## config.mk

```make
export PLATFORM = sky130hd
export DESIGN_NAME = sync_fifo_ctrl
export DESIGN_NICKNAME = d
export VERILOG_FILES = /design/src/rtl/sync_fifo_ctrl.sv
export SDC_FILE = /design/constraint.sdc
export NUM_CORES = 2
export LEC_CHECK = 0
export BUFFER_PORTS_ARGS = -buffer_cell sky130_fd_sc_hd__buf_2
export CAP_MARGIN = 20
export CORE_MARGIN = 2
export CORE_UTILIZATION = 40
export CTS_BUF_LIST = sky130_fd_sc_hd__clkbuf_4 sky130_fd_sc_hd__clkbuf_8
export DETAILED_ROUTE_END_ITERATION = 6
export PLACE_DENSITY = 0.67
export SYNTH_ARGS = -nofsm -noshare
export SYNTH_HDL_FRONTEND = slang
export SYNTH_SLANG_ARGS = --single-unit
```

## constraint.sdc

```tcl
create_clock -name i_clk -period 3.9 [get_ports i_clk]
set_input_delay 0.78 -clock i_clk [delete_from_list [all_inputs] [get_ports i_clk]]
set_output_delay 0.78 -clock i_clk [all_outputs]
set_load 0.005 [all_outputs]
```

## src/rtl/sync_fifo_ctrl.sv

```systemverilog
// Single-clock FIFO with live fill count, programmable almost-full/empty thresholds,
// sticky overflow/underflow flags, synchronous flush, and STD_FIFO or FWFT read mode.
module sync_fifo_ctrl #(
  parameter int    DATA_WIDTH = 8,
  parameter int    ADDR_WIDTH = 8,
  parameter string FIFO_MODE  = "STD_FIFO"
) (
  input  logic                  i_clk,
  input  logic                  i_arstn,
  input  logic                  i_we,
  input  logic [DATA_WIDTH-1:0] i_wdata,
  input  logic                  i_re,
  input  logic                  i_flush,
  input  logic [ADDR_WIDTH:0]   i_afull_th,
  input  logic [ADDR_WIDTH:0]   i_aempty_th,
  input  logic                  i_clr_err,
  output logic [DATA_WIDTH-1:0] o_rdata,
  output logic                  o_full,
  output logic                  o_empty,
  output logic                  o_afull,
  output logic                  o_aempty,
  output logic [ADDR_WIDTH:0]   o_count,
  output logic                  o_overflow,
  output logic                  o_underflow
);
  localparam int DEPTH = 1 << ADDR_WIDTH;
  localparam bit IS_FWFT = (FIFO_MODE == "FWFT");
  localparam logic [ADDR_WIDTH:0]   DEPTH_C = {1'b1, {ADDR_WIDTH{1'b0}}};
  localparam logic [ADDR_WIDTH:0]   CNT_ONE = {{ADDR_WIDTH{1'b0}}, 1'b1};
  localparam logic [ADDR_WIDTH-1:0] PTR_ONE = {{(ADDR_WIDTH-1){1'b0}}, 1'b1};

  logic [DATA_WIDTH-1:0] mem_q [DEPTH];
  logic [ADDR_WIDTH-1:0] wptr_q, wptr_d, rptr_q, rptr_d;
  logic [ADDR_WIDTH:0]   count_q, count_d, ram_cnt;
  logic [DATA_WIDTH-1:0] rdata_q, rdata_d;
  logic                  valid_q, valid_d;
  logic                  empty_q, empty_d, full_q, full_d;
  logic                  afull_q, afull_d, aempty_q, aempty_d;
  logic                  ovf_q, ovf_d, udf_q, udf_d;
  logic                  wa, ra, ld;

  assign wa = i_we & ~full_q & ~i_flush;
  assign ra = i_re & ~empty_q & ~i_flush;
  // In FWFT the output register holds one of the counted words; RAM holds the rest.
  assign ram_cnt = count_q - {{ADDR_WIDTH{1'b0}}, valid_q};
  assign ld = IS_FWFT ? (~i_flush & (ram_cnt != '0) & (~valid_q | ra)) : ra;

  always_comb begin
    wptr_d  = wptr_q;
    rptr_d  = rptr_q;
    count_d = count_q;
    rdata_d = rdata_q;
    valid_d = valid_q;
    if (i_flush) begin
      wptr_d  = '0;
      rptr_d  = '0;
      count_d = '0;
      valid_d = 1'b0;
    end else begin
      if (wa) wptr_d = wptr_q + PTR_ONE;
      if (ld) begin
        rptr_d  = rptr_q + PTR_ONE;
        rdata_d = mem_q[rptr_q];
      end
      if (IS_FWFT) begin
        if (ld)      valid_d = 1'b1;
        else if (ra) valid_d = 1'b0;
      end
      case ({wa, ra})
        2'b10:   count_d = count_q + CNT_ONE;
        2'b01:   count_d = count_q - CNT_ONE;
        default: count_d = count_q;
      endcase
    end
    empty_d  = IS_FWFT ? ~valid_d : (count_d == '0);
    full_d   = (count_d == DEPTH_C);
    afull_d  = (count_d >= i_afull_th);
    aempty_d = (count_d <= i_aempty_th);
    ovf_d    = (i_we & full_q) | (ovf_q & ~i_clr_err);
    udf_d    = (i_re & empty_q) | (udf_q & ~i_clr_err);
  end

  always_ff @(posedge i_clk) begin
    if (wa) mem_q[wptr_q] <= i_wdata;
  end

  always_ff @(posedge i_clk or negedge i_arstn) begin
    if (!i_arstn) begin
      wptr_q   <= '0;
      rptr_q   <= '0;
      count_q  <= '0;
      rdata_q  <= '0;
      valid_q  <= 1'b0;
      empty_q  <= 1'b1;
      full_q   <= 1'b0;
      afull_q  <= 1'b0;
      aempty_q <= 1'b1;
      ovf_q    <= 1'b0;
      udf_q    <= 1'b0;
    end else begin
      wptr_q   <= wptr_d;
      rptr_q   <= rptr_d;
      count_q  <= count_d;
      rdata_q  <= rdata_d;
      valid_q  <= valid_d;
      empty_q  <= empty_d;
      full_q   <= full_d;
      afull_q  <= afull_d;
      aempty_q <= aempty_d;
      ovf_q    <= ovf_d;
      udf_q    <= udf_d;
    end
  end

  assign o_rdata     = rdata_q;
  assign o_full      = full_q;
  assign o_empty     = empty_q;
  assign o_afull     = afull_q;
  assign o_aempty    = aempty_q;
  assign o_count     = count_q;
  assign o_overflow  = ovf_q;
  assign o_underflow = udf_q;
endmodule
```

## Word level (Yosys, flattened, before mapping)

Memory sizes are Yosys's and may differ from the RTL's. A register that Yosys moved wholly into a read port is not among the register bits.
Index checks and enable logic that the tools add are counted.

- Memory bits (writable): 2048
- Logic and storage cells: 46
- Memories kept: 1
- Bits of input ports: 32
- Bits in registers: 31
- Output and inout bits: 23

Memory list:

| name | words | bits a word | read ports | clocked after Yosys merged registers in | write ports | RTL line | source |
|---|---|---|---|---|---|---|---|
| mem_q | 256 | 8 | 1 | 1 | 1 | 32 | `logic [DATA_WIDTH-1:0] mem_q [DEPTH];` |

- Bitwise gates (word level): 14
- Muxes and demuxes: 8
- Equality and inequality tests: 3
- $lt $le $gt $ge: 2
- Reductions and logical operators: 5
- $add $sub $neg: 4

Operators by type and width:

| cell | count |
|---|---|
| 2-to-1 mux 8 bit | 4 |
| case mux 9 bit (2 select lines) | 1 |
| adder 8 x 1 -> 8 bit (second input constant) | 2 |
| adder 9 x 1 -> 9 bit (second input constant) | 1 |
| equality test 9 bit (second input constant) | 1 |
| >= comparator 9 bit | 1 |
| less-or-equal comparator 9 bit | 1 |
| logical NOT 9 bit | 1 |
| 2-to-1 mux 9 bit | 1 |
| subtractor 9 x 1 -> 9 bit (second input constant) | 1 |
| bitwise AND 1 bit | 8 |
| inverter 1 bit | 4 |
| nonzero test 2 bit | 2 |
| equality test 2 x 1 -> 1 bit (second input constant) | 1 |
| equality test 2 bit (second input constant) | 1 |
| 2-to-1 mux 1 bit | 2 |
| bitwise OR 1 bit | 2 |
| AND reduction 2 bit | 1 |
| logical NOT 1 bit | 1 |

## Longest topological paths before layout

- Depth in word-level cells: 7
- Mapped depth: 22
- Mapped depth without buffers: 18

## Worst setup path after synthesis

No wires, ideal clock.

- Kind: in2reg
- From: input port i_we
- To: register aempty_q (netlist: o_aempty)
- Path slack: -659 ps
- Required time: 3818 ps
- Arrival: 4477 ps
- Cell stages on the path: 20
- Setup time: 82 ps
- Buffers on the path: 4
- Cells stage by stage: nand2b_1 > clkbuf_1 > nor2_1 > clkbuf_1 > inv_1 > ha_1 > buf_2 > clkbuf_8 > xor2_1 > ha_1 > a21oi_1 > o22ai_1 > a22oi_1 > xor2_1 > or3_1 > a21oi_1 > ha_1 > nand2_1 > nor3_1 > o31a_1

- Word-level cells in the longest chain between the ends: 6
- Elaborated cells on any way between the ends: 7
- Those cells by class: order compare: 1; eq/ne: 2; mux: 2; bitwise: 2

RTL lines:

| item | RTL line | source |
|---|---|---|
| start, declared | 10 | `input logic i_we,` |
| bitwise AND 1 bit (*) (2 in a row) | 42 | `assign wa = i_we & ~full_q & ~i_flush;` |
| equality test 2 x 1 -> 1 bit / equality test 2 bit (equally long branches) | 69 | `case ({wa, ra})` |
| case mux 9 bit (2 select lines) (*) | 69 |  |
| 2-to-1 mux 9 bit (*) | 54 | `if (i_flush) begin` |
| net count_d[6] | 34 | `logic [ADDR_WIDTH:0] count_q, count_d, ram_cnt;` |
| less-or-equal comparator 9 bit (*) | 78 | `aempty_d = (count_d <= i_aempty_th);` |
| net aempty_d | 38 | `logic afull_q, afull_d, aempty_q, aempty_d;` |
| end signal, assigned | 109 | `aempty_q <= aempty_d;` |
| end, declared | 38 |  |

Mark *: on every way through the listed nets, which the timed path passes. The rest lies on a longest branch.
A chain may end at the register's enable or synchronous reset.

## Worst setup path after layout

- From: register full_q (netlist: o_full)
- To: register aempty_q (netlist: o_aempty)

- Word-level cells in the longest chain between the ends: 7
- Elaborated cells on any way between the ends: 8
- Those cells by class: order compare: 1; eq/ne: 2; mux: 2; bitwise: 3

RTL lines:

| item | RTL line | source |
|---|---|---|
| start, declared | 37 | `logic empty_q, empty_d, full_q, full_d;` |
| start signal, assigned | 107 | `full_q <= full_d;` |
| inverter 1 bit (*) | 42 |  |
| bitwise AND 1 bit (*) (2 in a row) | 42 |  |
| equality test 2 x 1 -> 1 bit / equality test 2 bit (equally long branches) | 69 |  |
| case mux 9 bit (2 select lines) (*) | 69 |  |
| 2-to-1 mux 9 bit (*) | 54 |  |
| net count_d[8] | 34 |  |
| less-or-equal comparator 9 bit (*) | 78 |  |
| net aempty_d | 38 |  |

Marked as above.

==> summary by stage <==
Run status
The run finished with clean final reports.

Worst setup path
The startpoint type of the worst setup path is a register. The critical-path maximum fanout is 12. The signal on the critical path passes through nand2b_1 -> nor2_4 -> inv_2 -> ha_4 -> xor2_1 -> ha_1 -> a21oi_2 -> o22ai_2 -> a22oi_2 -> mux2i_1 -> a21oi_1 -> mux2_4 -> ha_4 -> nand3_1 -> nor3_2 -> o21bai_1 -> o31a_1. For the worst setup path, the data required time is 4850 ps.

The slowest stage of the critical path is the sky130_fd_sc_hd__dfrtp_1 cell. The type of the worst setup path is reg -> reg. For the worst setup path, the data arrival time is 4480 ps. The peak per-stage delay on the critical path is 410 ps. The most numerous cell on the critical path is sky130_fd_sc_hd__ha_4. The number of cells on the worst reg-to-reg path is 17. The startpoint identified for the worst register-to-register timing path is o_full.

The critical register-to-register path endpoint is o_aempty. The critical path starts at o_full. The kind of capture point of the worst setup path is a register. The end of the critical path is o_aempty.

The minimum setup slack among reg-to-reg paths is 370 ps.

Synth
After synthesis, the share of flip-flops with an asynchronous set or reset is 0.0187. Synthesis instantiated 70 different standard cells from the library. The share of synthesized area spent on multiplexers is 0.149. After synthesis the cells add up to 0.0823 sq mm. During synthesis, Yosys emitted a total of 0 warnings. The synthesized-area fraction occupied by ao, oa, aoi and oai cells was 0.0380. Of the total synthesized cell area, the portion taken by full adders, half adders and majority gates is 0.00395.

By area the synthesized netlist is led by sky130_fd_sc_hd__edfxtp_1 75%, sky130_fd_sc_hd__mux4_2 11%, sky130_fd_sc_hd__mux2i_1 3.5%. The post-synthesis cell count is 4135. The average instance in the mapped netlist occupies 19.9 sq um. The xor and xnor area share after synthesis is 0.00202. Of the post-synthesis cell area, the dominant cell type holds 0.747. After synthesis the netlist holds a flip-flop and latch count of 2087. The net count after synthesis is 4193. After synthesis, the largest family of logic cells by area is multiplexers. Of the synthesized area, sequential elements account for 0.759. The leading register cell type out of synthesis is sky130_fd_sc_hd__edfxtp_1. In this run, synthesis inferred 2048 flip-flops with an integrated enable. Of the total synthesized cell area, the portion taken by AND, OR, NAND and NOR gates is 0.0308. The synthesized design spends more area on one cell type than any other, namely sky130_fd_sc_hd__edfxtp_1.

Floorplan
The die is 458 um wide. The die is 458 um tall. The initial utilization of the core area, before any placement, comes to 0.402.

The placeable core area is 0.205 sq mm. The die covers 0.209 sq mm. Row generation in the floorplan step produced 166 rows. 55 I/O pins were placed.

Drt
The initial DRC count is 5059. The number of search-and-repair iterations in the first detailed-routing pass is 6. The total DRC errors in the routed layout is 0. The average vias per placed instance is 5.72. The routed wire length is 201000 um.

The post-detailed-route wirelength per cell is 27.0 um. Across all layers, the routed design uses 42.6k vias. The detail route stage leaves a number of antenna-violating nets equal to 0.

STA
The normalized max-slew margin is 0.295. Setup repair after global routing left no endpoint under its margin. At the pin with the least slew margin, the transition time is 1060 ps.

The count of pins over their slew limit is 0. The clock tree skew after final layout is 78.7 ps. The setup TNS is 0 ps. Setup violations remaining at the end of the flow were counted as 0. The worst path needs 3530 ps of the cycle, external delays included. The number of hold violations in the final report is 0. For this run, the top clock speed supported by timing is 283 MHz. The fraction of the cycle the final worst path needs is 0.905.

Hold path
The class of the tightest hold or removal check is in -> async.

Power
The power density over cell area is 516 mW/mm^2. The register share of total power is 0.516. Of the total power, the clock network draws 0.376.

Of the total power, the share spent switching nets is 0.233. The portion of total power attributed to combinational logic is 0.108. VDD sags by at most 0.267 mV. For this design the total switching power over the nets is 0.0112 W. The leakage power total is 28.9 nW.

The internal power of the cells totals 0.0370 W.

Clocking
The clock passes through at most 4 buffers. The clock tree synthesis step divided the H-tree into 5 levels. The clock sink total is 2087. The root buffer cell chosen for the clock tree is sky130_fd_sc_hd__clkbuf_8. TritonCTS built the clock tree. The total CTS buffers is 344.

Once the clock tree was built, the resizer swapped 0 gates to a different size. At the later pin of the worst-skew pair, clock insertion delay measures 1030 ps. The clock slew seen by the registers of the worst setup and hold paths is 60 ps.

GRT
In the global route stage, overall resource usage came out at 0.190. The number of global-route vias before repair is 43.0k. The first-pass GRT wire length is 293000 um. The initial antenna violation count came to 3. The maximum number of pins on one net before global-route repair is 132. The overall overflow remaining after global route is 0.

Final layout
For this run, the post-layout net count is 4572. The count of cells in the finished layout, fillers not included, comes to 7436. The layout filler cell count is 16.9k. The area growth from synthesis to layout is 13.6%.

The share of post-route cells with drive strength above 1 is 0.264.

Place
In this run the tool buffered the top-level ports with 54 buffer cells. Summed over all nets, the half-perimeter wirelength after detailed placement is 121000 um. The number of placed instances with taps included is 6851. The congestion estimate from routability-driven global placement came to 0.881.

Flow run
The count of max-cap constraint violations is 0.
cell usage after synthesis, types with 4 or more instances:
cell and number:
sky130_fd_sc_hd__nor2_1 326, sky130_fd_sc_hd__nand4_1 18, sky130_fd_sc_hd__o22ai_1 89, sky130_fd_sc_hd__xor2_1 11, sky130_fd_sc_hd__nand2b_1 7, sky130_fd_sc_hd__buf_4 44
sky130_fd_sc_hd__a21oi_1 78, sky130_fd_sc_hd__edfxtp_1 2048, sky130_fd_sc_hd__ha_1 26, sky130_fd_sc_hd__buf_6 18, sky130_fd_sc_hd__o311a_1 8, sky130_fd_sc_hd__buf_2 43
sky130_fd_sc_hd__a211o_1 7, sky130_fd_sc_hd__a211oi_1 41, sky130_fd_sc_hd__o21ai_0 29, sky130_fd_sc_hd__nor3_1 16, sky130_fd_sc_hd__nand2_1 105, sky130_fd_sc_hd__nand3_1 28
sky130_fd_sc_hd__and2_1 10, sky130_fd_sc_hd__or3_1 16, sky130_fd_sc_hd__o21a_1 5, sky130_fd_sc_hd__o311ai_1 7, sky130_fd_sc_hd__a31oi_1 12, sky130_fd_sc_hd__mux2i_1 285
sky130_fd_sc_hd__o211ai_1 8, sky130_fd_sc_hd__a21o_1 4, sky130_fd_sc_hd__mux4_2 416, sky130_fd_sc_hd__buf_1 24, sky130_fd_sc_hd__o221ai_1 131, sky130_fd_sc_hd__dfrtp_1 37
sky130_fd_sc_hd__inv_1 29, sky130_fd_sc_hd__nor2b_1 21, sky130_fd_sc_hd__nor4_1 11, sky130_fd_sc_hd__clkbuf_1 127, sky130_fd_sc_hd__xnor2_1 8
how the worst min path moves through the flow:
stage                     slack, ps  cells after the start     endpoint           start
after floorplan                 480                      0      o_afull         i_arstn
after global placement          510                      2  o_underflow     o_underflow
after detailed placement        520                      2  o_underflow     o_underflow
after CTS                       190                      5     o_aempty  i_aempty_th[8]
after global routing            120                      2       o_full         i_arstn
final                           150                      2       o_full         i_arstn
cell type report:
cell class                      instances  area, sq um  share of cell area
Sequential cell                      2087        62500               0.668
Multi-Input combinational cell       1760        18500               0.198
Clock buffer                          459         5620              0.0601
Tap cell                             2688         3360              0.0360
Timing Repair Buffer                  292         2640              0.0282
Clock inverter                        120          732             0.00783
Inverter                               29          115             0.00123
Antenna cell                            1         2.50           0.0000268
flip-flops by register name, summed over array words and instances (netlist names):
| register | count |
|---|---|
| o_full | 1 |
| o_underflow | 1 |
| o_count | 9 |
| o_overflow | 1 |
| rptr_q | 8 |
| o_rdata | 8 |
| mem_q | 2048 |
| o_aempty | 1 |
| wptr_q | 8 |
| o_afull | 1 |
| o_empty | 1 |
layer usage:
metal  part of all wire  global-route usage  routed length [um]
met5           0.000060                   0                  12
met4              0.034              0.0692                6780
met3              0.080              0.0392               16100
met2               0.48               0.302               96800
met1               0.40               0.260               81200
power by group through the flow:
stage / Combinational, W / Sequential [W] / Clock (W)
5_1_grt: 0.00553 / 0.0249 / 0.0194
6_report: 0.00520 / 0.0249 / 0.0181
4_1_cts: 0.00527 / 0.0249 / 0.0184
3_3_place_gp: 0.00520 / 0.0253 / 0
3_5_place_dp: 0.00525 / 0.0253 / 0
2_1_floorplan: 0.00367 / 0.0252 / 0
through the flow:
stage	instance area, sq um	hold slack [ps]	power, W	utilization	setup WS (ps)
2_1_floorplan	82400	484	0.0289	-	-78.4
3_3_place_gp	87100	513	0.0305	0.426	21.6
3_5_place_dp	87100	525	0.0306	0.426	-31.1
4_1_cts	93500	185	0.0486	0.457	354
5_1_grt	93500	120	0.0498	0.457	126
6_report	93500	147	0.0482	0.457	371
logic make-up after synthesis:
| logic type | after synthesis |
|---|---|
| DFF | 2087 |
| muxes | 702 |
| and+or+nand+nor | 577 |
| AOI/OAI and AO/OA | 436 |
| buffers and inverters | 288 |
| adders and majority gates | 26 |
| xor gates and xnor gates | 19 |
repair_timing:
item / CTS / global route
hold endpoints to repair: 39 / 0
hold buffers: 4 / 0
buffers inserted: 0 / 0
critical path, delay by kind of cell (launching register included):
family / cells / cell delay (ps)
xor gates and xnor gates: 1 / 180
and+or+nand+nor: 4 / 600
muxes: 2 / 540
buffers and inverters: 1 / 70
adders and majority gates: 3 / 710
AOI/OAI and AO/OA: 6 / 980
DFF: 1 / 410
cell usage in the layout (no fill, tap or decap), types with 8 or more instances in the layout:
cell                        netlist  routed
sky130_fd_sc_hd__edfxtp_1      2048    2048
sky130_fd_sc_hd__mux4_2         416     416
sky130_fd_sc_hd__clkbuf_8         2     348
sky130_fd_sc_hd__nor2_1         326     325
sky130_fd_sc_hd__mux2i_1        285     285
sky130_fd_sc_hd__buf_4           44     195
sky130_fd_sc_hd__o221ai_1       131     131
sky130_fd_sc_hd__clkbuf_4         0     111
sky130_fd_sc_hd__nand2_1        105     104
sky130_fd_sc_hd__o22ai_1         89      88
sky130_fd_sc_hd__clkinv_1         0      78
sky130_fd_sc_hd__a21oi_1         78      75
sky130_fd_sc_hd__buf_2           43      46
sky130_fd_sc_hd__a211oi_1        41      41
sky130_fd_sc_hd__buf_12           0      39
sky130_fd_sc_hd__dfrtp_1         37      31
sky130_fd_sc_hd__o21ai_0         29      28
sky130_fd_sc_hd__inv_1           29      26
sky130_fd_sc_hd__clkinv_2         0      25
sky130_fd_sc_hd__ha_1            26      24
sky130_fd_sc_hd__nor2b_1         21      20
sky130_fd_sc_hd__nand4_1         18      18
sky130_fd_sc_hd__or3_1           16      16
sky130_fd_sc_hd__nand3_1         28      16
sky130_fd_sc_hd__nor3_1          16      15
sky130_fd_sc_hd__a31oi_1         12      12
sky130_fd_sc_hd__nand3_2          0      12
sky130_fd_sc_hd__xor2_1          11      11
sky130_fd_sc_hd__nor4_1          11      11
sky130_fd_sc_hd__and2_1          10      10
sky130_fd_sc_hd__xnor2_1          8       8
sky130_fd_sc_hd__o211ai_1         8       8
sky130_fd_sc_hd__o311a_1          8       8
sky130_fd_sc_hd__bufinv_16        0       8
sky130_fd_sc_hd__buf_8            0       8
Power figures use the tool's default switching activity.
